==> src/rtl/mc_pkg.sv <==
// rtl/mc_pkg.sv - shared types and encodings for the multicycle controller
// Purpose: FSM state enum, RV32I opcode constants, datapath select encodings,
//          branch funct3 constants and an opcode-legality helper.
// Ports:   none (package).
package mc_pkg;

    typedef enum logic [3:0] {
        S_FETCH    = 4'd0,
        S_DECODE   = 4'd1,
        S_MEMADR   = 4'd2,
        S_MEMREAD  = 4'd3,
        S_MEMWB    = 4'd4,
        S_MEMWRITE = 4'd5,
        S_EXECR    = 4'd6,
        S_EXECI    = 4'd7,
        S_ALUWB    = 4'd8,
        S_BRANCH   = 4'd9,
        S_JAL      = 4'd10,
        S_JALR     = 4'd11,
        S_JALWB    = 4'd12,
        S_LUI      = 4'd13,
        S_HALT     = 4'd14
    } state_t;

    localparam logic [6:0] OP_LOAD   = 7'b0000011;
    localparam logic [6:0] OP_STORE  = 7'b0100011;
    localparam logic [6:0] OP_RTYPE  = 7'b0110011;
    localparam logic [6:0] OP_ITYPE  = 7'b0010011;
    localparam logic [6:0] OP_BRANCH = 7'b1100011;
    localparam logic [6:0] OP_JAL    = 7'b1101111;
    localparam logic [6:0] OP_JALR   = 7'b1100111;
    localparam logic [6:0] OP_LUI    = 7'b0110111;
    localparam logic [6:0] OP_AUIPC  = 7'b0010111;

    localparam logic [1:0] RES_ALUOUT    = 2'b00;
    localparam logic [1:0] RES_DATA      = 2'b01;
    localparam logic [1:0] RES_ALURESULT = 2'b10;
    localparam logic [1:0] RES_IMM       = 2'b11;

    localparam logic [1:0] SRCA_PC    = 2'b00;
    localparam logic [1:0] SRCA_OLDPC = 2'b01;
    localparam logic [1:0] SRCA_RS1   = 2'b10;

    localparam logic [1:0] SRCB_RS2  = 2'b00;
    localparam logic [1:0] SRCB_IMM  = 2'b01;
    localparam logic [1:0] SRCB_FOUR = 2'b10;

    localparam logic [1:0] ALUOP_ADD   = 2'b00;
    localparam logic [1:0] ALUOP_SUB   = 2'b01;
    localparam logic [1:0] ALUOP_FUNCT = 2'b10;

    localparam logic [2:0] IMM_I = 3'b000;
    localparam logic [2:0] IMM_S = 3'b001;
    localparam logic [2:0] IMM_B = 3'b010;
    localparam logic [2:0] IMM_J = 3'b011;
    localparam logic [2:0] IMM_U = 3'b100;

    localparam logic [2:0] F3_BEQ  = 3'b000;
    localparam logic [2:0] F3_BNE  = 3'b001;
    localparam logic [2:0] F3_BLT  = 3'b100;
    localparam logic [2:0] F3_BGE  = 3'b101;
    localparam logic [2:0] F3_BLTU = 3'b110;
    localparam logic [2:0] F3_BGEU = 3'b111;

    function automatic logic is_known_op(input logic [6:0] o);
        case (o)
            OP_LOAD, OP_STORE, OP_RTYPE, OP_ITYPE, OP_BRANCH,
            OP_JAL, OP_JALR, OP_LUI, OP_AUIPC: return 1'b1;
            default:                           return 1'b0;
        endcase
    endfunction

endpackage

==> src/rtl/multicycle_controller_if.sv <==
// rtl/multicycle_controller_if.sv - unified memory port handshake bundle
// Purpose: request/ready handshake plus store strobe and address select.
// Ports:   mem_req, MemWrite, AdrSrc (controller -> memory), mem_ready (memory -> controller).
interface multicycle_controller_if;
    logic mem_req;
    logic mem_ready;
    logic MemWrite;
    logic AdrSrc;

    modport master (output mem_req, output MemWrite, output AdrSrc, input mem_ready);
    modport slave  (input mem_req, input MemWrite, input AdrSrc, output mem_ready);
endinterface

==> src/rtl/multicycle_controller_branch_cond.sv <==
// rtl/multicycle_controller_branch_cond.sv - branch taken resolution from ALU flags
// Purpose: combinational funct3/zero/lt/ltu -> taken.
// Ports:   funct3, zero, lt, ltu in; taken out.
module branch_cond
    import mc_pkg::*;
(
    input  logic [2:0] funct3,
    input  logic       zero,
    input  logic       lt,
    input  logic       ltu,
    output logic       taken
);
    always_comb begin
        taken = 1'b0;
        case (funct3)
            F3_BEQ:  taken = zero;
            F3_BNE:  taken = !zero;
            F3_BLT:  taken = lt;
            F3_BGE:  taken = !lt;
            F3_BLTU: taken = ltu;
            F3_BGEU: taken = !ltu;
            default: taken = 1'b0;
        endcase
    end
endmodule

==> src/rtl/multicycle_controller.sv <==
// rtl/multicycle_controller.sv - Moore FSM sequencing the RV32I multicycle datapath
// Purpose: per-state mux selects and write strobes, memory wait/timeout, branch resolution.
// Ports:   clk, rst_n (sync active-low); mem (memory handshake, master);
//          op/funct3/funct7b5/zero/lt/ltu in; IRWrite, PCWrite, RegWrite, ResultSrc,
//          ALUSrcA, ALUSrcB, ALUOp, ImmSrc, instr_done, bus_err, halted out.
// Option:  ILLEGAL_TRAP_EN - unknown opcodes halt and raise illegal_op (port only then).
module multicycle_controller
    import mc_pkg::*;
#(
    parameter int WAIT_W   = 4,
    parameter int MAX_WAIT = 15
) (
    input  logic                            clk,
    input  logic                            rst_n,
    multicycle_controller_if.master         mem,
    input  logic [6:0]                      op,
    input  logic [2:0]                      funct3,
    input  logic                            funct7b5,
    input  logic                            zero,
    input  logic                            lt,
    input  logic                            ltu,
    output logic                            IRWrite,
    output logic                            PCWrite,
    output logic                            RegWrite,
    output logic [1:0]                      ResultSrc,
    output logic [1:0]                      ALUSrcA,
    output logic [1:0]                      ALUSrcB,
    output logic [1:0]                      ALUOp,
    output logic [2:0]                      ImmSrc,
    output logic                            instr_done,
    output logic                            bus_err,
    output logic                            halted
`ifdef ILLEGAL_TRAP_EN
    ,
    output logic                            illegal_op
`endif
);
    localparam logic [WAIT_W-1:0] WAIT_LIMIT = WAIT_W'(MAX_WAIT);

    state_t            state, next_state;
    logic [WAIT_W-1:0] wait_cnt;
    logic              taken, timeout;
    logic              req_raw, mw_raw, irw_raw, pcw_raw, rw_raw, done_raw, adr_src;

    // funct7b5 only matters to the downstream ALU decoder
    logic unused_funct7b5;
    assign unused_funct7b5 = funct7b5;

    branch_cond u_branch_cond (
        .funct3 (funct3),
        .zero   (zero),
        .lt     (lt),
        .ltu    (ltu),
        .taken  (taken)
    );

    // mem_ready on the limit cycle still completes the access
    assign timeout = req_raw && !mem.mem_ready && (wait_cnt == WAIT_LIMIT);

    always_ff @(posedge clk) begin
        if (!rst_n) state <= S_FETCH;
        else        state <= next_state;
    end

    always_comb begin
        next_state = state;
        case (state)
            S_FETCH:    if (timeout) next_state = S_HALT;
                        else if (mem.mem_ready) next_state = S_DECODE;
            S_DECODE: begin
                case (op)
                    OP_LOAD, OP_STORE: next_state = S_MEMADR;
                    OP_RTYPE:          next_state = S_EXECR;
                    OP_ITYPE:          next_state = S_EXECI;
                    OP_BRANCH:         next_state = S_BRANCH;
                    OP_JAL:            next_state = S_JAL;
                    OP_JALR:           next_state = S_JALR;
                    OP_LUI:            next_state = S_LUI;
                    OP_AUIPC:          next_state = S_ALUWB;
`ifdef ILLEGAL_TRAP_EN
                    default:           next_state = S_HALT;
`else
                    default:           next_state = S_FETCH;
`endif
                endcase
            end
            S_MEMADR:   next_state = op[5] ? S_MEMWRITE : S_MEMREAD;
            S_MEMREAD:  if (timeout) next_state = S_HALT;
                        else if (mem.mem_ready) next_state = S_MEMWB;
            S_MEMWRITE: if (timeout) next_state = S_HALT;
                        else if (mem.mem_ready) next_state = S_FETCH;
            S_EXECR, S_EXECI, S_JAL: next_state = S_ALUWB;
            S_JALR:     next_state = S_JALWB;
            S_MEMWB, S_ALUWB, S_BRANCH, S_JALWB, S_LUI: next_state = S_FETCH;
            S_HALT:     next_state = S_HALT;
            default:    next_state = S_FETCH;
        endcase
    end

    always_comb begin
        req_raw   = 1'b0;
        mw_raw    = 1'b0;
        adr_src   = 1'b0;
        irw_raw   = 1'b0;
        pcw_raw   = 1'b0;
        rw_raw    = 1'b0;
        done_raw  = 1'b0;
        ResultSrc = RES_ALUOUT;
        ALUSrcA   = SRCA_PC;
        ALUSrcB   = SRCB_RS2;
        ALUOp     = ALUOP_ADD;
        case (state)
            S_FETCH: begin
                req_raw   = 1'b1;
                ALUSrcB   = SRCB_FOUR;
                ResultSrc = RES_ALURESULT;
                irw_raw   = mem.mem_ready;
                pcw_raw   = mem.mem_ready;
            end
            S_DECODE: begin
                ALUSrcA  = SRCA_OLDPC;
                ALUSrcB  = SRCB_IMM;
`ifndef ILLEGAL_TRAP_EN
                done_raw = !is_known_op(op);
`endif
            end
            S_MEMADR: begin
                ALUSrcA = SRCA_RS1;
                ALUSrcB = SRCB_IMM;
            end
            S_MEMREAD: begin
                req_raw = 1'b1;
                adr_src = 1'b1;
            end
            S_MEMWB: begin
                ResultSrc = RES_DATA;
                rw_raw    = 1'b1;
                done_raw  = 1'b1;
            end
            S_MEMWRITE: begin
                req_raw  = 1'b1;
                mw_raw   = 1'b1;
                adr_src  = 1'b1;
                done_raw = mem.mem_ready;
            end
            S_EXECR: begin
                ALUSrcA = SRCA_RS1;
                ALUOp   = ALUOP_FUNCT;
            end
            S_EXECI: begin
                ALUSrcA = SRCA_RS1;
                ALUSrcB = SRCB_IMM;
                ALUOp   = ALUOP_FUNCT;
            end
            S_ALUWB: begin
                rw_raw   = 1'b1;
                done_raw = 1'b1;
            end
            S_BRANCH: begin
                ALUSrcA  = SRCA_RS1;
                ALUOp    = ALUOP_SUB;
                pcw_raw  = taken;
                done_raw = 1'b1;
            end
            S_JAL: begin
                pcw_raw = 1'b1;
                ALUSrcA = SRCA_OLDPC;
                ALUSrcB = SRCB_FOUR;
            end
            S_JALR: begin
                ALUSrcA   = SRCA_RS1;
                ALUSrcB   = SRCB_IMM;
                ResultSrc = RES_ALURESULT;
                pcw_raw   = 1'b1;
            end
            S_JALWB: begin
                ALUSrcA   = SRCA_OLDPC;
                ALUSrcB   = SRCB_FOUR;
                ResultSrc = RES_ALURESULT;
                rw_raw    = 1'b1;
                done_raw  = 1'b1;
            end
            S_LUI: begin
                ResultSrc = RES_IMM;
                rw_raw    = 1'b1;
                done_raw  = 1'b1;
            end
            default: ;
        endcase
    end

    // strobes are gated by rst_n so an access in flight is dropped in the reset cycle
    assign mem.mem_req  = req_raw  & rst_n;
    assign mem.MemWrite = mw_raw   & rst_n;
    assign mem.AdrSrc   = adr_src;
    assign IRWrite      = irw_raw  & rst_n;
    assign PCWrite      = pcw_raw  & rst_n;
    assign RegWrite     = rw_raw   & rst_n;
    assign instr_done   = done_raw & rst_n;
    assign halted       = (state == S_HALT);

    always_comb begin
        ImmSrc = IMM_I;
        case (op)
            OP_STORE:         ImmSrc = IMM_S;
            OP_BRANCH:        ImmSrc = IMM_B;
            OP_JAL:           ImmSrc = IMM_J;
            OP_LUI, OP_AUIPC: ImmSrc = IMM_U;
            default:          ImmSrc = IMM_I;
        endcase
    end

    always_ff @(posedge clk) begin
        if (!rst_n)                 wait_cnt <= '0;
        else if (next_state != state) wait_cnt <= '0;
        else if (req_raw && !mem.mem_ready) wait_cnt <= wait_cnt + 1'b1;
    end

    always_ff @(posedge clk) begin
        if (!rst_n)       bus_err <= 1'b0;
        else if (timeout) bus_err <= 1'b1;
    end

`ifdef ILLEGAL_TRAP_EN
    always_ff @(posedge clk) begin
        if (!rst_n)                                      illegal_op <= 1'b0;
        else if (state == S_DECODE && !is_known_op(op)) illegal_op <= 1'b1;
    end
`endif

endmodule

==> src/flat_wrapper.sv <==
// flat-port wrapper written by rule: the top's interface ports become plain ports
module multicycle_controller_flat import mc_pkg::*;
#(
    parameter int WAIT_W   = 4,
    parameter int MAX_WAIT = 15
)
  (clk, rst_n, op, funct3, funct7b5, zero, lt, ltu, IRWrite, PCWrite, RegWrite, ResultSrc, ALUSrcA, ALUSrcB, ALUOp, ImmSrc, instr_done, bus_err, halted, mem_mem_req, mem_MemWrite, mem_AdrSrc, mem_mem_ready);
  multicycle_controller_if mem_i ();
  input  logic clk;
  input  logic rst_n;
  input  logic [6:0] op;
  input  logic [2:0] funct3;
  input  logic funct7b5;
  input  logic zero;
  input  logic lt;
  input  logic ltu;
  output logic IRWrite;
  output logic PCWrite;
  output logic RegWrite;
  output logic [1:0] ResultSrc;
  output logic [1:0] ALUSrcA;
  output logic [1:0] ALUSrcB;
  output logic [1:0] ALUOp;
  output logic [2:0] ImmSrc;
  output logic instr_done;
  output logic bus_err;
  output logic halted;
  output wire logic [$bits(mem_i.mem_req)-1:0] mem_mem_req;
  output wire logic [$bits(mem_i.MemWrite)-1:0] mem_MemWrite;
  output wire logic [$bits(mem_i.AdrSrc)-1:0] mem_AdrSrc;
  input wire logic [$bits(mem_i.mem_ready)-1:0] mem_mem_ready;
  assign mem_mem_req = mem_i.mem_req;
  assign mem_MemWrite = mem_i.MemWrite;
  assign mem_AdrSrc = mem_i.AdrSrc;
  assign mem_i.mem_ready = mem_mem_ready;
  multicycle_controller #(.WAIT_W(WAIT_W), .MAX_WAIT(MAX_WAIT)) u_core (.clk(clk), .rst_n(rst_n), .mem(mem_i), .op(op), .funct3(funct3), .funct7b5(funct7b5), .zero(zero), .lt(lt), .ltu(ltu), .IRWrite(IRWrite), .PCWrite(PCWrite), .RegWrite(RegWrite), .ResultSrc(ResultSrc), .ALUSrcA(ALUSrcA), .ALUSrcB(ALUSrcB), .ALUOp(ALUOp), .ImmSrc(ImmSrc), .instr_done(instr_done), .bus_err(bus_err), .halted(halted));
endmodule
==> config.mk <==
export PLATFORM = sky130hd
export DESIGN_NAME = multicycle_controller_flat
export DESIGN_NICKNAME = d
export VERILOG_FILES = /design/src/rtl/mc_pkg.sv /design/src/rtl/multicycle_controller_if.sv /design/src/rtl/multicycle_controller_branch_cond.sv /design/src/rtl/multicycle_controller.sv /design/src/flat_wrapper.sv
export SDC_FILE = /design/constraint.sdc
export NUM_CORES = 1
export LEC_CHECK = 0
export BUFFER_PORTS_ARGS = -buffer_cell sky130_fd_sc_hd__buf_2
export CAP_MARGIN = 15
export CORE_MARGIN = 2
export CORE_UTILIZATION = 25
export CTS_CLUSTER_DIAMETER = 40
export DETAILED_ROUTE_END_ITERATION = 7
export HOLD_SLACK_MARGIN = 0.02
export PLACE_DENSITY_LB_ADDON = 0.1
export SLEW_MARGIN = 0
export SYNTH_ARGS = -nofsm -noshare
export SYNTH_HDL_FRONTEND = slang
export SYNTH_HIERARCHICAL = 1
export SYNTH_SLANG_ARGS = --single-unit
==> constraint.sdc <==
create_clock -name clk -period 1.9 [get_ports clk]
set_input_delay 0.285 -clock clk [delete_from_list [all_inputs] [get_ports clk]]
set_output_delay 0.285 -clock clk [all_outputs]
set_load 0.02 [all_outputs]
==> run summary, run 1 <==
Logic synthesis
- sky130_fd_sc_hd__dfxtp_1 — library cell with the largest summed area after synthesis
- 52 — library cells used by synthesis
- 150 — number of cells produced by synthesis
- 0 — number of enable-type register cells in the synthesized netlist
- 7.50 um^2 — post-synthesis average cell area
- 0% — post-synthesis async set-or-reset flop share
- sky130_fd_sc_hd__dfxtp_1, sky130_fd_sc_hd__a21oi_1, sky130_fd_sc_hd__mux2i_1, sky130_fd_sc_hd__nand2_1, sky130_fd_sc_hd__nor2_1 — dominant cells by area after synthesis
- sky130_fd_sc_hd__dfxtp_1 — top flip-flop cell by instance count after synthesis
- 1120 um^2 — Netlist Area Pre-Place
- 6 — Synth Warn #
- 16.0% — share of Yosys cell area claimed by the top area cell type
- 168 — net count of the mapped netlist
- 9 — flops & latches, synth
- 16.0% — sequential area share after synthesis

Place
- -0.0557 ns — post-placement worst setup slack
- 1580 um^2 — Placement Cell Area
- 35 — I/O Buffers
- 2780 um — detailed placement HPWL
- 0.833 — routability congestion estimate

STA
- 0 — Slew Limit Fails
- 537 MHz — highest clock rate
- 0 ns — setup TNS after final layout
- 0.0390 ns — post-route worst setup slack
- 97.9% — fraction of the cycle the final worst path needs
- 0.437 ns — slew at the pin with the worst max-slew slack
- 0 — Final Hold Violating Endpoints
- 0.00238 ns — Fin Clk Skew
- 1.86 ns — Period minus WS final
- 0 — setup violation total in the final timing report
- 70.6% — relative max-transition margin
- yes — setup repair after global routing missed its margin

Hold path
- in -> reg — Hold WC Path Type

Final layout
- 51.1% — signed area change from the synthesized netlist to the final layout
- 0 — antenna diode count
- 1700 um^2 — area of all placed cells without fillers
- 462 — number of fill cells in the layout
- 231 — Final #Nets
- 43.9% — share of final-layout standard cells stronger than drive strength 1
- 39.0% — utilization of the core after routing

Worst setup path
- u_core/wait_cnt[0]$_SDFFE_PP0P_ — RR Endpoint
- 1.62 ns — critical path data required time
- u_core/state[1]$_SDFF_PN0_ — Worst R2R Start
- 0.05 ns — worst reg2reg setup slack
- IRWrite — capture point of the worst path
- output pin — Critical Path Sink Type
- reg -> out — worst setup path category
- 7 — reg2reg path depth
- 9 — largest driver fanout on the critical path
- 1.58 ns — arrival time at the worst endpoint
- u_core/state[1]$_SDFF_PN0_ — start point of the critical path
- register — critical path startpoint category

Floorplanning
- 71.1 um — overall die width
- 4350 um^2 — core outline area
- 37 — number of I/O pins
- 24 — number of standard-cell rows in the floorplan
- 5050 um^2 — Die Area
- 25.8% — initial standard-cell utilization of the core
- 71.1 um — die height

Route
- 0 — Post-DRT Antenna Nets
- 1320 — number of vias in the routed layout
- 56 — initial detailed-routing violation count
- 4 — number of iterations in the first detailed-routing pass
- 5.00 — vias per cell
- 13.1 um — detail-routed net length per standard cell
- 0 — Remaining DRCs
- 3450 um — wirelength, routed

Global route
- 1239 — vias in the first global route
- 13.9% — all-layer global routing usage
- 0 — antenna violations before repair
- 12 — largest net degree at the start of global routing
- 0 — Overflow after GRT
- 5830 um — global-route wire length before repair

Clock tree
- 0 — # hold bufs at CTS
- 3 — cts bufs inserted
- sky130_fd_sc_hd__clkbuf_8 — Root Buffer Master
- 9 — total clock sinks
- 0.05 ns — Clock transition at path regs
- 2 — clock tree buffer depth
- 0.23 ns — clock network latency to the later pin of the worst-skew pair
- 1 — H-tree Lvls
- done — CTS tree

Job
- 0 — max-capacitance violation count

Pwr
- 624 uW — PnR Total Power
- 0.000799 uW — leakage power total
- 367 nW/um^2 — ratio of total power to cell area
- 0.204 mV — peak supply drop

Status
- complete, no violations — result of the run

sequential cells by signal (all words and copies together), names as in the netlist:
register	flops
u_core/bus_err	1
u_core/state	4
u_core/wait_cnt	4
metal layers:
| layer | track usage, % | share of wire (%) |
|---|---|---|
| met1 | 19.4 | 48 |
| met2 | 22.9 | 45 |
| met3 | 2.42 | 6.2 |
| met4 | 1.89 | 0.99 |
| met5 | 0 | 0 |
report_power, final:
group | total [uW] | switching (uW) | leakage (uW) | internal [uW]
logic | 207 | 105 | 0.000700 | 102
registers | 197 | 6.20 | 0.0000756 | 190
clock network | 220 | 74.0 | 0.0000228 | 146
total | 624 | 186 | 0.000799 | 438
cells by family after synthesis:
group,share of synthesized area (%)
multiplexers,5.45
flip-flops,16.0
AO/OA/AOI/OAI,26.6
buffers and inverters,6.67
AND/OR/NAND/NOR,37.0
adder cells (fa/ha/maj),1.11
XOR/XNOR,7.12
how the worst min path moves through the flow:
stage / cells past startpoint / slack [ns] / start / to
final: 2 / 0.39 / rst_n / u_core/state[3]$_SDFF_PN0_
after global routing: 2 / 0.41 / rst_n / u_core/state[0]$_SDFF_PN0_
after CTS: 2 / 0.40 / rst_n / u_core/state[3]$_SDFF_PN0_
after detailed placement: 1 / 0.46 / u_core/bus_err$_SDFFE_PN0P_ / u_core/bus_err$_SDFFE_PN0P_
after global placement: 1 / 0.45 / u_core/bus_err$_SDFFE_PN0P_ / u_core/bus_err$_SDFFE_PN0P_
after floorplan: 3 / 0.52 / u_core/wait_cnt[2]$_SDFFE_PP0P_ / u_core/wait_cnt[2]$_SDFFE_PP0P_
layout by cell type, fill, tap and decap left out, drive strengths merged, types with 5 or more instances in the layout:
master / count
nor2: 13
nand2: 14
dfxtp: 9
nor2b: 7
nand3: 5
o21a: 5
buf: 70
o21ai: 5
a21oi: 11
and3: 6
mux2i: 5
what timing repair did:
item | in CTS | in global routing
endpoints found under the setup margin | 12 | 13
setup buffers | 0 | 0
gates resized for setup | 2 | 19
Yosys cell counts (2+ instances only):
| cell | count |
|---|---|
| sky130_fd_sc_hd__o21a_1 | 5 |
| sky130_fd_sc_hd__inv_1 | 2 |
| sky130_fd_sc_hd__and3b_1 | 3 |
| sky130_fd_sc_hd__o311ai_1 | 2 |
| sky130_fd_sc_hd__mux2i_1 | 5 |
| sky130_fd_sc_hd__or3_1 | 2 |
| sky130_fd_sc_hd__xnor2_1 | 4 |
| sky130_fd_sc_hd__buf_1 | 2 |
| sky130_fd_sc_hd__nor3_1 | 3 |
| sky130_fd_sc_hd__nor4b_1 | 2 |
| sky130_fd_sc_hd__a21o_1 | 3 |
| sky130_fd_sc_hd__buf_6 | 2 |
| sky130_fd_sc_hd__and2_1 | 4 |
| sky130_fd_sc_hd__nand3_1 | 5 |
| sky130_fd_sc_hd__nand2b_1 | 4 |
| sky130_fd_sc_hd__nor2b_1 | 7 |
| sky130_fd_sc_hd__nor3b_1 | 3 |
| sky130_fd_sc_hd__nand2_1 | 13 |
| sky130_fd_sc_hd__and3_1 | 5 |
| sky130_fd_sc_hd__buf_2 | 3 |
| sky130_fd_sc_hd__dfxtp_1 | 9 |
| sky130_fd_sc_hd__clkbuf_1 | 4 |
| sky130_fd_sc_hd__xor2_1 | 2 |
| sky130_fd_sc_hd__a21oi_1 | 11 |
| sky130_fd_sc_hd__nor2_1 | 13 |
| sky130_fd_sc_hd__o31ai_1 | 2 |
| sky130_fd_sc_hd__o21ai_0 | 5 |
stage by stage:
step	hold slack, ns	std cells
6_report	0.386	264
2_1_floorplan	0.522	150
5_1_grt	0.407	264
3_3_place_gp	0.453	260
3_5_place_dp	0.459	260
4_1_cts	0.399	264
worst max-delay path, stage by stage, from the launching register on:
cell	delay, ns
sky130_fd_sc_hd__dfxtp_4	0.38
sky130_fd_sc_hd__buf_12	0.14
sky130_fd_sc_hd__nor4_1	0.34
sky130_fd_sc_hd__buf_4	0.19
sky130_fd_sc_hd__and3_1	0.14
sky130_fd_sc_hd__buf_2	0.16
final cells by class:
class                   count  area, um^2  share of cell area, %
repair buffers             70         462                   27.2
flip-flops and latches      9         193                   11.3
well taps                  52        65.1                   3.83
inverters                   2        7.51                  0.442
multi-input cells         127         927                   54.6
clock buffers               4        45.0                   2.65
No activity file was read; power rests on OpenSTA's default activity.
==> inputs of run 2 (changes only) <==
--- a/config.mk
+++ b/config.mk
@@ -16,5 +16,4 @@
 export SLEW_MARGIN = 0
 export SYNTH_ARGS = -nofsm -noshare
 export SYNTH_HDL_FRONTEND = slang
-export SYNTH_HIERARCHICAL = 1
 export SYNTH_SLANG_ARGS = --single-unit
==> run summary, run 2 <==
Pwr
- 0.000712 uW — leakage power total
- 399 nW/um^2 — ratio of total power to cell area
- 32.3% — relative contribution of sequential cells to total power
- 188 uW — switching pwr
- 34.7% — fraction of power consumed by the clock network
- 33.1% — combinational fraction of design power
- 30.5% — switching fraction of total power
- 429 uW — cell-internal power
- 0.350 mV — peak supply drop

Global route
- 0 — antenna violations before repair
- 1279 — vias in the first global route
- 0 — Overflow after GRT
- 14.5% — all-layer global routing usage
- 5910 um — global-route wire length before repair
- 13 — largest net degree at the start of global routing

Logic synthesis
- sky130_fd_sc_hd__dfxtp_1 — library cell with the largest summed area after synthesis
- 16.6% — sequential area share after synthesis
- 6.93 um^2 — post-synthesis average cell area
- 175 — net count of the mapped netlist
- 53 — library cells used by synthesis
- sky130_fd_sc_hd__dfxtp_1 — top flip-flop cell by instance count after synthesis
- sky130_fd_sc_hd__nor2_1, sky130_fd_sc_hd__nand2_1, sky130_fd_sc_hd__dfxtp_1, sky130_fd_sc_hd__nand3_1, sky130_fd_sc_hd__nor3_1 — Post-synth top cells
- 157 — number of cells produced by synthesis
- 16.6% — share of Yosys cell area claimed by the top area cell type
- sky130_fd_sc_hd__dfxtp_1, sky130_fd_sc_hd__nor2_1, sky130_fd_sc_hd__xor2_1, sky130_fd_sc_hd__nand2_1, sky130_fd_sc_hd__nand3_1 — dominant cells by area after synthesis
- sky130_fd_sc_hd__nor2_1 — most frequent cell after synthesis
- 0 — number of enable-type register cells in the synthesized netlist
- 0 — Synth Warn #
- 1090 um^2 — Netlist Area Pre-Place
- 9 — flops & latches, synth
- 0% — post-synthesis async set-or-reset flop share

Job
- 0 — max-capacitance violation count

Clock tree
- 2 — clock tree buffer depth
- done — CTS tree
- 0.04 ns — Clock transition at path regs
- sky130_fd_sc_hd__clkbuf_8 — Root Buffer Master
- 1 — H-tree Lvls
- 9 — total clock sinks
- 3 — cts bufs inserted
- 0.23 ns — clock network latency to the later pin of the worst-skew pair

Place
- 2820 um — detailed placement HPWL
- 248 — Cells after DPL
- 0.865 — routability congestion estimate
- 35 — I/O Buffers

Final layout
- 255 — count of placed standard cells in the final layout, fillers left out
- sky130_fd_sc_hd__buf_2 — commonest non-fill, non-tap cell in the layout
- 42.2% — signed area change from the synthesized netlist to the final layout
- 37.8% — utilization of the core after routing
- 0 — antenna diode count
- u_core.state: 4 flops, u_core.wait_cnt: 4 flops, u_core.bus_err: 1 flops — largest registers ranked by flip-flop count
- 224 — Final #Nets
- 37.6% — share of final-layout standard cells stronger than drive strength 1
- sky130_fd_sc_hd__buf_2, sky130_fd_sc_hd__nor2_1, sky130_fd_sc_hd__buf_4, sky130_fd_sc_hd__nand2_1, sky130_fd_sc_hd__nand3_1 — most frequent cells in the layout
- 449 — number of fill cells in the layout

Floorplanning
- 70.0 um — die height
- 70.0 um — overall die width
- 23 — number of standard-cell rows in the floorplan
- 26.6% — initial standard-cell utilization of the core
- 4890 um^2 — Die Area
- 37 — number of I/O pins
- 4090 um^2 — core outline area

Worst setup path
- 8 — reg2reg path depth
- reg -> out — worst setup path category
- 4 — buffers and inverters on the worst path
- u_core.state[0]$_SDFF_PN0_ — start point of the critical path
- output pin — Critical Path Sink Type
- 6 — largest driver fanout on the critical path
- u_core.state[0]$_SDFF_PN0_ — Worst R2R Start
- 1.57 ns — arrival time at the worst endpoint
- buf_8 > inv_4 > buf_4 > o21ai_0 > a311oi_1 > buf_2 — crit path cell chain
- u_core.wait_cnt[3]$_SDFFE_PP0P_ — RR Endpoint
- buffers and inverters — Top Family by Delay on Critical Path
- 0.11 ns — worst reg2reg setup slack
- 1.62 ns — critical path data required time
- 0.36 ns — worst stage delay on the critical path
- sky130_fd_sc_hd__dfxtp_4 — master of the slowest instance on the critical path
- register — critical path startpoint category

Route
- 14.3 um — detail-routed net length per standard cell
- 0 — Remaining DRCs
- 1339 — number of vias in the routed layout
- 5.25 — vias per cell
- 0 — Post-DRT Antenna Nets
- 4 — number of iterations in the first detailed-routing pass
- 3650 um — wirelength, routed
- 28 — initial detailed-routing violation count

Status
- complete, no violations — result of the run

STA
- yes — setup repair after global routing missed its margin
- 1.85 ns — Period minus WS final
- 0.00270 ns — Fin Clk Skew
- 0 — Slew Limit Fails
- 0 ns — setup TNS after final layout
- 72.9% — relative max-transition margin
- 0 — setup violation total in the final timing report
- 0.404 ns — slew at the pin with the worst max-slew slack
- 97.5% — fraction of the cycle the final worst path needs
- 0 — Final Hold Violating Endpoints
- 540 MHz — highest clock rate

Hold path
- u_core.bus_err$_SDFFE_PN0P_ — hold path startpoint
- reg -> reg — Hold WC Path Type
- u_core.bus_err$_SDFFE_PN0P_ — destination of the worst hold path
- 2 — Hold Path Cell Cnt

==> run 2: layout make-up <==
class                   count  area [um^2]  area share (%)
well taps                  50         62.6            4.05
repair buffers             55          359            23.2
flip-flops and latches      9          190            12.3
multi-input cells         129          857            55.4
inverters                   8         32.5            2.10
clock buffers               4         45.0            2.91
==> run 2: stage by stage <==
stage | instance area (um^2) | hold WS [ns] | total power [uW] | setup slack (ns)
floorplan | 1090 | 0.491 | 316 | 0.0670
global placement | 1410 | 0.457 | 383 | 0.0531
detailed placement | 1410 | 0.467 | 387 | 0.0331
CTS | 1460 | 0.438 | 609 | 0.0116
global route | 1550 | 0.483 | 667 | -0.00118
finish | 1550 | 0.463 | 617 | 0.0483
==> run 2: worst max-delay path by stage <==
stage	endpoint	slack [ns]	cells after the start
floorplan	instr_done	0.07	5
global placement	u_core.wait_cnt[3]$_SDFFE_PP0P_	0.05	6
detailed placement	u_core.wait_cnt[0]$_SDFFE_PP0P_	0.03	7
CTS	ResultSrc[1]	0.01	8
global route	instr_done	-0.001	6
finish	instr_done	0.05	6
==> run 2: worst register-to-register path, delay by kind of cell (launching register included) <==
kind            cells  cell delay [ns]
buf+inv             2             0.27
simple gates        2             0.30
flops               1             0.36
compound gates      4             0.79
==> run 2: layer usage <==
layer | track usage (%) | share of wire (%) | vias up
li1 | - | - | 676
met1 | 19.1 | 46 | 635
met2 | 23.5 | 49 | 26
met3 | 3.75 | 3.8 | 2
met4 | 3.85 | 0.66 | 0
met5 | 0 | 0 | -
==> run 2: power groups by stage <==
stage / clock (uW) / sequential, uW / combinational, uW
global route: 245 / 199 / 223
CTS: 223 / 201 / 185
floorplan: 0 / 200 / 116
global placement: 0 / 204 / 179
finish: 214 / 199 / 204
detailed placement: 0 / 204 / 183
==> run 2: what timing repair did <==
action | 4_1_cts | 5_1_grt
setup buffers | 0 | 3
hold buffers | 0 | 0
gates resized for setup | 8 | 13
pin swaps | 1 | 1
endpoints found under the setup margin | 6 | 10
==> run 2: cells by family (layout without fill, tap and decap cells) <==
logic type / Yosys count / in the layout / synth area share [%]
and+or+nand+nor: 76 / 76 / 35.9
DFF: 9 / 9 / 16.6
adders and majority gates: 1 / 1 / 1.15
xor gates and xnor gates: 7 / 7 / 5.64
buffers and inverters: 19 / 67 / 7.59
AOI/OAI and AO/OA: 41 / 41 / 29.3
muxes: 4 / 4 / 3.80
